## src/rtl/fadd_pkg.sv

```systemverilog
// Shared types and constants for the floating-point adder datapath stages.
package fadd_pkg;

  // Number of register stages in the close path.
  localparam int unsigned CLOSE_STAGES = 3;

  // Default operand widths used by the adder slices.
  localparam int unsigned FADD_FRAC_WIDTH = 36;
  localparam int unsigned FADD_EXP_WIDTH  = 8;

  // Shift-count width for a close-path magnitude. The magnitude is FRAC_WIDTH+1 bits
  // wide, so a count of FRAC_WIDTH+1 must fit.
  function automatic int unsigned shift_width(input int unsigned frac_width);
    return $clog2(frac_width + 2);
  endfunction

  // Close-path result as handed to the rounding stage.
  typedef struct packed {
    logic                       sign;
    logic                       zero;
    logic                       uf;
    logic [FADD_EXP_WIDTH-1:0]  exp;
    logic [FADD_FRAC_WIDTH-1:0] frac;
  } close_res_t;

endpackage

```

## src/rtl/fadd_lzc.sv

```systemverilog
// Combinational leading-zero counter. An all-zero input returns W.
module fadd_lzc #(
  parameter int unsigned W  = 37,
  parameter int unsigned CW = $clog2(W + 1)
) (
  input  logic [W-1:0]  data,
  output logic [CW-1:0] count
);

  // Scan upward so the highest set bit is the last one to write the count.
  always_comb begin
    count = CW'(W);
    for (int i = 0; i < W; i++) begin
      if (data[i]) begin
        count = CW'(W - 1 - i);
      end
    end
  end

endmodule

```

## src/rtl/fadd_close_pipe.sv

```systemverilog
// Close-path stage of the floating-point adder: effective subtraction with an exponent
// difference of 0 or 1. S1 aligns and subtracts, S2 counts leading zeros and picks the
// shift/exponent, S3 normalises. Each stage has a valid bit with a ready chain.
module fadd_close_pipe
  import fadd_pkg::*;
#(
  parameter int unsigned FRAC_WIDTH = FADD_FRAC_WIDTH,
  parameter int unsigned EXP_WIDTH  = FADD_EXP_WIDTH,
  parameter int unsigned SHW        = shift_width(FRAC_WIDTH)
) (
  input  logic                  clk,
  input  logic                  rst,
  input  logic                  in_valid,
  output logic                  in_ready,
  input  logic                  exp_a_neq_b,
  input  logic                  far_sign,
  input  logic [EXP_WIDTH-1:0]  exp_f,
  input  logic [FRAC_WIDTH-1:0] elarge_op,
  input  logic [FRAC_WIDTH-1:0] esmall_op,
  output logic                  out_valid,
  input  logic                  out_ready,
  output logic [FRAC_WIDTH-1:0] close_result,
  output logic [EXP_WIDTH-1:0]  exp_close,
  output logic                  close_sign,
  output logic                  close_zero,
  output logic                  close_uf
);

  // Magnitude width: one guard bit above the significand to catch the borrow.
  localparam int unsigned MW  = FRAC_WIDTH + 1;
  localparam int unsigned EW1 = EXP_WIDTH + 1;

  // ------------------------------------------------------------------------
  // Pipeline control
  // ------------------------------------------------------------------------
  logic [CLOSE_STAGES-1:0] valid_q;
  logic                    load1;
  logic                    load2;
  logic                    load3;

  // A stage loads when it is empty or its successor is loading.
  always_comb begin
    load3 = ~valid_q[2] | out_ready;
    load2 = ~valid_q[1] | load3;
    load1 = ~valid_q[0] | load2;
  end

  assign in_ready  = load1;
  assign out_valid = valid_q[2];

  // Valid bits advance with the load enables; reset empties every stage.
  always_ff @(posedge clk or posedge rst) begin
    if (rst) begin
      valid_q <= '0;
    end else begin
      if (load1) valid_q[0] <= in_valid;
      if (load2) valid_q[1] <= valid_q[0];
      if (load3) valid_q[2] <= valid_q[1];
    end
  end

  // ------------------------------------------------------------------------
  // S1: alignment and subtraction
  // ------------------------------------------------------------------------
  logic [FRAC_WIDTH-1:0] s_aligned;
  logic [MW-1:0]         l_ext;
  logic [MW-1:0]         s_ext;
  logic [MW-1:0]         diff;
  logic [MW-1:0]         s1_mag;
  logic                  s1_sign;

  // Shift the smaller operand by the exponent difference, subtract, and fold a
  // negative difference back to its magnitude.
  always_comb begin
    s_aligned = exp_a_neq_b ? (esmall_op >> 1) : esmall_op;
    l_ext     = {1'b0, elarge_op};
    s_ext     = {1'b0, s_aligned};
    diff      = l_ext - s_ext;
    s1_mag    = diff[FRAC_WIDTH] ? (s_ext - l_ext) : diff;
    s1_sign   = far_sign ^ diff[FRAC_WIDTH];
  end

  logic [MW-1:0]        s1_mag_q;
  logic                 s1_sign_q;
  logic [EXP_WIDTH-1:0] s1_exp_q;

  // S1 register.
  always_ff @(posedge clk or posedge rst) begin
    if (rst) begin
      s1_mag_q  <= '0;
      s1_sign_q <= 1'b0;
      s1_exp_q  <= '0;
    end else if (load1) begin
      s1_mag_q  <= s1_mag;
      s1_sign_q <= s1_sign;
      s1_exp_q  <= exp_f;
    end
  end

  // ------------------------------------------------------------------------
  // S2: leading-zero count, shift and exponent selection
  // ------------------------------------------------------------------------
  logic [SHW-1:0] lz;

  fadd_lzc #(
    .W  (MW),
    .CW (SHW)
  ) u_lzc (
    .data  (s1_mag_q),
    .count (lz)
  );

  logic [EW1-1:0]       ebias;
  logic [EW1-1:0]       lz_ext;
  logic                 s2_is_zero;
  logic [SHW-1:0]       s2_shift;
  logic [EXP_WIDTH-1:0] s2_exp;
  logic                 s2_sign;
  logic                 s2_uf;

  // The shift is limited so the exponent never goes below zero; a zero
  // magnitude is forced to +0.
  always_comb begin
    ebias      = {1'b0, s1_exp_q} + EW1'(1);
    lz_ext     = EW1'(lz);
    s2_is_zero = (s1_mag_q == '0);
    s2_shift   = lz;
    s2_exp     = EXP_WIDTH'(ebias - lz_ext);
    s2_sign    = s1_sign_q;
    s2_uf      = 1'b0;
    if (s2_is_zero) begin
      s2_shift = '0;
      s2_exp   = '0;
      s2_sign  = 1'b0;
    end else if (lz_ext >= ebias) begin
      // exp_f < lz here, so it always fits in the shift-count width.
      s2_shift = SHW'(s1_exp_q);
      s2_exp   = '0;
      s2_uf    = 1'b1;
    end
  end

  logic [MW-1:0]        s2_mag_q;
  logic [SHW-1:0]       s2_shift_q;
  logic [EXP_WIDTH-1:0] s2_exp_q;
  logic                 s2_sign_q;
  logic                 s2_zero_q;
  logic                 s2_uf_q;

  // S2 register.
  always_ff @(posedge clk or posedge rst) begin
    if (rst) begin
      s2_mag_q   <= '0;
      s2_shift_q <= '0;
      s2_exp_q   <= '0;
      s2_sign_q  <= 1'b0;
      s2_zero_q  <= 1'b0;
      s2_uf_q    <= 1'b0;
    end else if (load2) begin
      s2_mag_q   <= s1_mag_q;
      s2_shift_q <= s2_shift;
      s2_exp_q   <= s2_exp;
      s2_sign_q  <= s2_sign;
      s2_zero_q  <= s2_is_zero;
      s2_uf_q    <= s2_uf;
    end
  end

  // ------------------------------------------------------------------------
  // S3: normalisation
  // ------------------------------------------------------------------------
  logic [MW-1:0]   shifted;
  close_res_t      s3_res;

  // Logarithmic barrel shifter; each shift-count bit moves the value by 2^k.
  always_comb begin
    shifted = s2_mag_q;
    for (int k = 0; k < SHW; k++) begin
      if (s2_shift_q[k]) begin
        shifted = shifted << (1 << k);
      end
    end
  end

  // Drop the guard bit: the normalised leading one lands in the top result bit.
  always_comb begin
    s3_res      = '0;
    s3_res.sign = s2_sign_q;
    s3_res.zero = s2_zero_q;
    s3_res.uf   = s2_uf_q;
    s3_res.exp  = s2_exp_q;
    s3_res.frac = FRAC_WIDTH'(shifted >> 1);
  end

  close_res_t res_q;

  // Output register; holds while the downstream stalls.
  always_ff @(posedge clk or posedge rst) begin
    if (rst) begin
      res_q <= '0;
    end else if (load3) begin
      res_q <= s3_res;
    end
  end

  assign close_result = res_q.frac;
  assign exp_close    = res_q.exp;
  assign close_sign   = res_q.sign;
  assign close_zero   = res_q.zero;
  assign close_uf     = res_q.uf;

endmodule

```

## config.mk

```make
export PLATFORM = sky130hd
export DESIGN_NAME = fadd_close_pipe
export DESIGN_NICKNAME = d
export VERILOG_FILES = /design/src/rtl/fadd_pkg.sv /design/src/rtl/fadd_lzc.sv /design/src/rtl/fadd_close_pipe.sv
export SDC_FILE = /design/constraint.sdc
export NUM_CORES = 1
export LEC_CHECK = 0
export BUFFER_PORTS_ARGS = -buffer_cell sky130_fd_sc_hd__buf_2
export CORE_MARGIN = 2
export CORE_UTILIZATION = 50
export DETAILED_ROUTE_END_ITERATION = 8
export PLACE_DENSITY = 0.79
export SYNTH_ARGS = -nofsm -noshare
export SYNTH_HDL_FRONTEND = slang
export SYNTH_HIERARCHICAL = 1
export SYNTH_SLANG_ARGS = --single-unit
```

## constraint.sdc

```tcl
create_clock -name clk -period 8.7 [get_ports clk]
set_input_delay 1.305 -clock clk [delete_from_list [all_inputs] [get_ports clk]]
set_output_delay 1.305 -clock clk [all_outputs]
set_load 0.02 [all_outputs]
```

==> flow_summary.ini <==
[cts]
tritoncts = built
cts_root_buf = clkbuf_16
htree_levels = 4
cts-buffers-inserted = 17
hold_buffers = 0
clk_pin_slew_ps = 60
cts_max_path_buffers = 2
cts_setup_buffers = 0
clk_latency_ps = 430
cts.sinks = 150
cts_resized = 0

[route]
vias = 12086
viasPerCell = 5.92
wl_per_cell_um = 17.6
drtAntennaViolNets = 0
drc = 0
drtIter0Drc = 918
routed_wl_mm = 36.0
firstDrtPassIters = 6

[floorplanning]
die_y_um = 166
start_util = 0.506
die_area_mm2 = 0.0275
die_w_um = 166
pin_count = 135
core_mm2 = 0.0259
rows = 59

[finish]
fillers = 2388
antenna_cells = 0
multi_input_area_mm2 = 0.00848
final_common_cell = nand2_1
stdcell_area_mm2 = 0.0145
mostFrequentLayoutCells = 278 x nand2_1, 151 x a21oi_1, 149 x dfrtp_1, 134 x buf_2, 121 x nor2_1
syn_to_final_growth_pct = 10.7
num-nets-final = 1871
regArea_mm2 = 0.00375
layout-drive-gt1-share = 0.143

[critical_path]
required_ps = 9010
critPathLaunch = exp_a_neq_b
r2r_cells = 16
crit_arrival_ps = 5630
cp_num_buf_inv = 3
crit_path_end_kind = flip-flop
crit_chain = buf_2 > buf_4 > mux2i_1 > inv_1 > ha_1 > nand2_1 > o21ai_1 > a21o_1 > a21oi_1 > o21ai_1 > or2_1 > o311ai_0 > and3_1 > a211o_1
slowest_stage = or2_1
crit_end = s1_mag_q[30]$_DFFE_PP0P_
r2r-start = s1_mag_q[7]$_DFFE_PP0P_
crit_fanout = 36
path_class = in -> reg
cp.depth = 14
regToRegEndpoint = s2_exp_q[4]$_DFFE_PP0P_
rrSetupSlack_ps = 4840
max_stage_delay_ps = 720
cp_top_family = compound AO/OA/AOI/OAI gates
worstSetupStartpointType = primary input
crit_top_cell = o21ai_1

[place]
dpl-instance-area_mm2 = 0.0138
gp_congestion = 0.946
portBuffers = 134
post-dp-hpwl_mm = 28.2

[sta]
fmax_mhz = 188
min_period_ps = 5320
setup_viol = 0
finalSetupTns_ps = 0
min_period_over_period = 0.611
worstMarginPinSlew_ps = 1080
grt_setup_unrepaired = no
skew_ps = 10.7
hold_violations = 0
relSlewSlack = 0.282
maxSlewViolCount = 0

[yosys]
synth_area_mm2 = 0.0131
synth-edff-count = 0
seq_area_frac_synth = 0.286
avgSynthCellArea_um2 = 8.07
ys_async_sr_fraction = 1.00
syn-num-nets = 1798
synth_warnings = 6
syn_inst = 1623
synth_cell_types = 81
synth_top_flop_cell = dfrtp_1
ys_seq_elements = 150

[worst_hold_path]
min_path_type = reg -> reg

[power]
leakage_nw = 6.96
powerDensity_mw_per_mm2 = 267
vdd_drop_max_mv = 0.215

[grt]
antenna_found_initial = 0
grt_start_max_net_pins = 80
grt_pass1_vias = 11508
grt_pass1_wl_mm = 58.9
grt_use_total = 0.259
grt-ovfl-total = 0

[run]
maxCapViolations = 0

[outcome]
status = completed
## area by class of cell
class                      instances  area share
inverter                         116      0.0304
tap                              335      0.0289
clock inverter                    13      0.0151
multi-input combinational       1267       0.585
sequential                       150       0.259
clock buffer                      18      0.0303
timing repair buffer             144      0.0514
## cells by family after synthesis
kind of cell / synth area share
xor+xnor: 0.0287
fa+ha+maj: 0.0867
mux: 0.126
buf+inv: 0.0667
flops: 0.286
simple gates: 0.193
compound gates: 0.213
## worst min-delay path, stage by stage (launching register included)
cell,delay (ps)
dfrtp_1,340
nand2_1,50
nand2_1,40
## sequential cells by signal (all words and copies together), names as in the netlist
| signal | cells |
|---|---|
| close_zero | 1 |
| s1_mag_q | 37 |
| close_sign | 1 |
| close_uf | 1 |
| s2_exp_q | 8 |
| s2_zero_q | 1 |
| close_result | 36 |
| s2_mag_q | 37 |
| s1_sign_q | 1 |
| s2_shift_q | 6 |
| valid_q | 3 |
| s2_uf_q | 1 |
| s2_sign_q | 1 |
| exp_close | 8 |
| s1_exp_q | 8 |
## power breakdown
part,internal (W),switching (W),total [W]
Clock,0.000520,0.000303,0.000823
Combinational,0.000774,0.00105,0.00183
Sequential,0.000943,0.000284,0.00123
Total,0.00224,0.00164,0.00388
## routing by layer
| metal | track usage | wire length, µm | part of all wire | up-vias |
|---|---|---|---|---|
| li1 | - | - | - | 5869 |
| met1 | 0.338 | 15900 | 0.44 | 5730 |
| met2 | 0.437 | 17100 | 0.47 | 401 |
| met3 | 0.0303 | 1570 | 0.044 | 86 |
| met4 | 0.108 | 1420 | 0.040 | 0 |
| met5 | 0 | 0 | 0 | - |
## worst min-delay path by stage
stage,start,cells after the start,slack [ps],to
2_1_floorplan,valid_q[0]$_DFFE_PP0P_,1,430,valid_q[1]$_DFFE_PP0P_
3_3_place_gp,valid_q[0]$_DFFE_PP0P_,1,430,valid_q[1]$_DFFE_PP0P_
3_5_place_dp,exp_close[5]$_DFFE_PP0P_,2,450,exp_close[5]$_DFFE_PP0P_
4_1_cts,exp_close[5]$_DFFE_PP0P_,2,460,exp_close[5]$_DFFE_PP0P_
5_1_grt,close_result[29]$_DFFE_PP0P_,2,500,close_result[29]$_DFFE_PP0P_
6_report,exp_close[5]$_DFFE_PP0P_,2,460,exp_close[5]$_DFFE_PP0P_
## synthesized netlist by cell type (all sizes together) (19+ instances only)
cell type  count  area [µm²]
a211oi        25         193
a21oi        156         822
buf           41         254
clkbuf        49         184
dfrtp        150        3750
ha            86        1080
inv          116         435
mux2i         93         931
mux4          25         563
nand2        280        1060
nor2         123         472
nor3          31         160
nor4          19         134
o21a          20         150
o21ai        116         581
xnor2         28         245
## through the flow
stage	instances	hold slack [ps]	worst slack, ps	utilization	total power [W]
after global routing	2043	495	3020	0.560	0.00414
final	2043	458	3380	0.560	0.00388
after detailed placement	2012	450	3020	0.534	0.00303
after floorplan	1623	426	3360	-	0.00253
after CTS	2043	465	3440	0.560	0.00387
after global placement	2012	435	3170	0.534	0.00300
(Power assumes the default switching activity.)
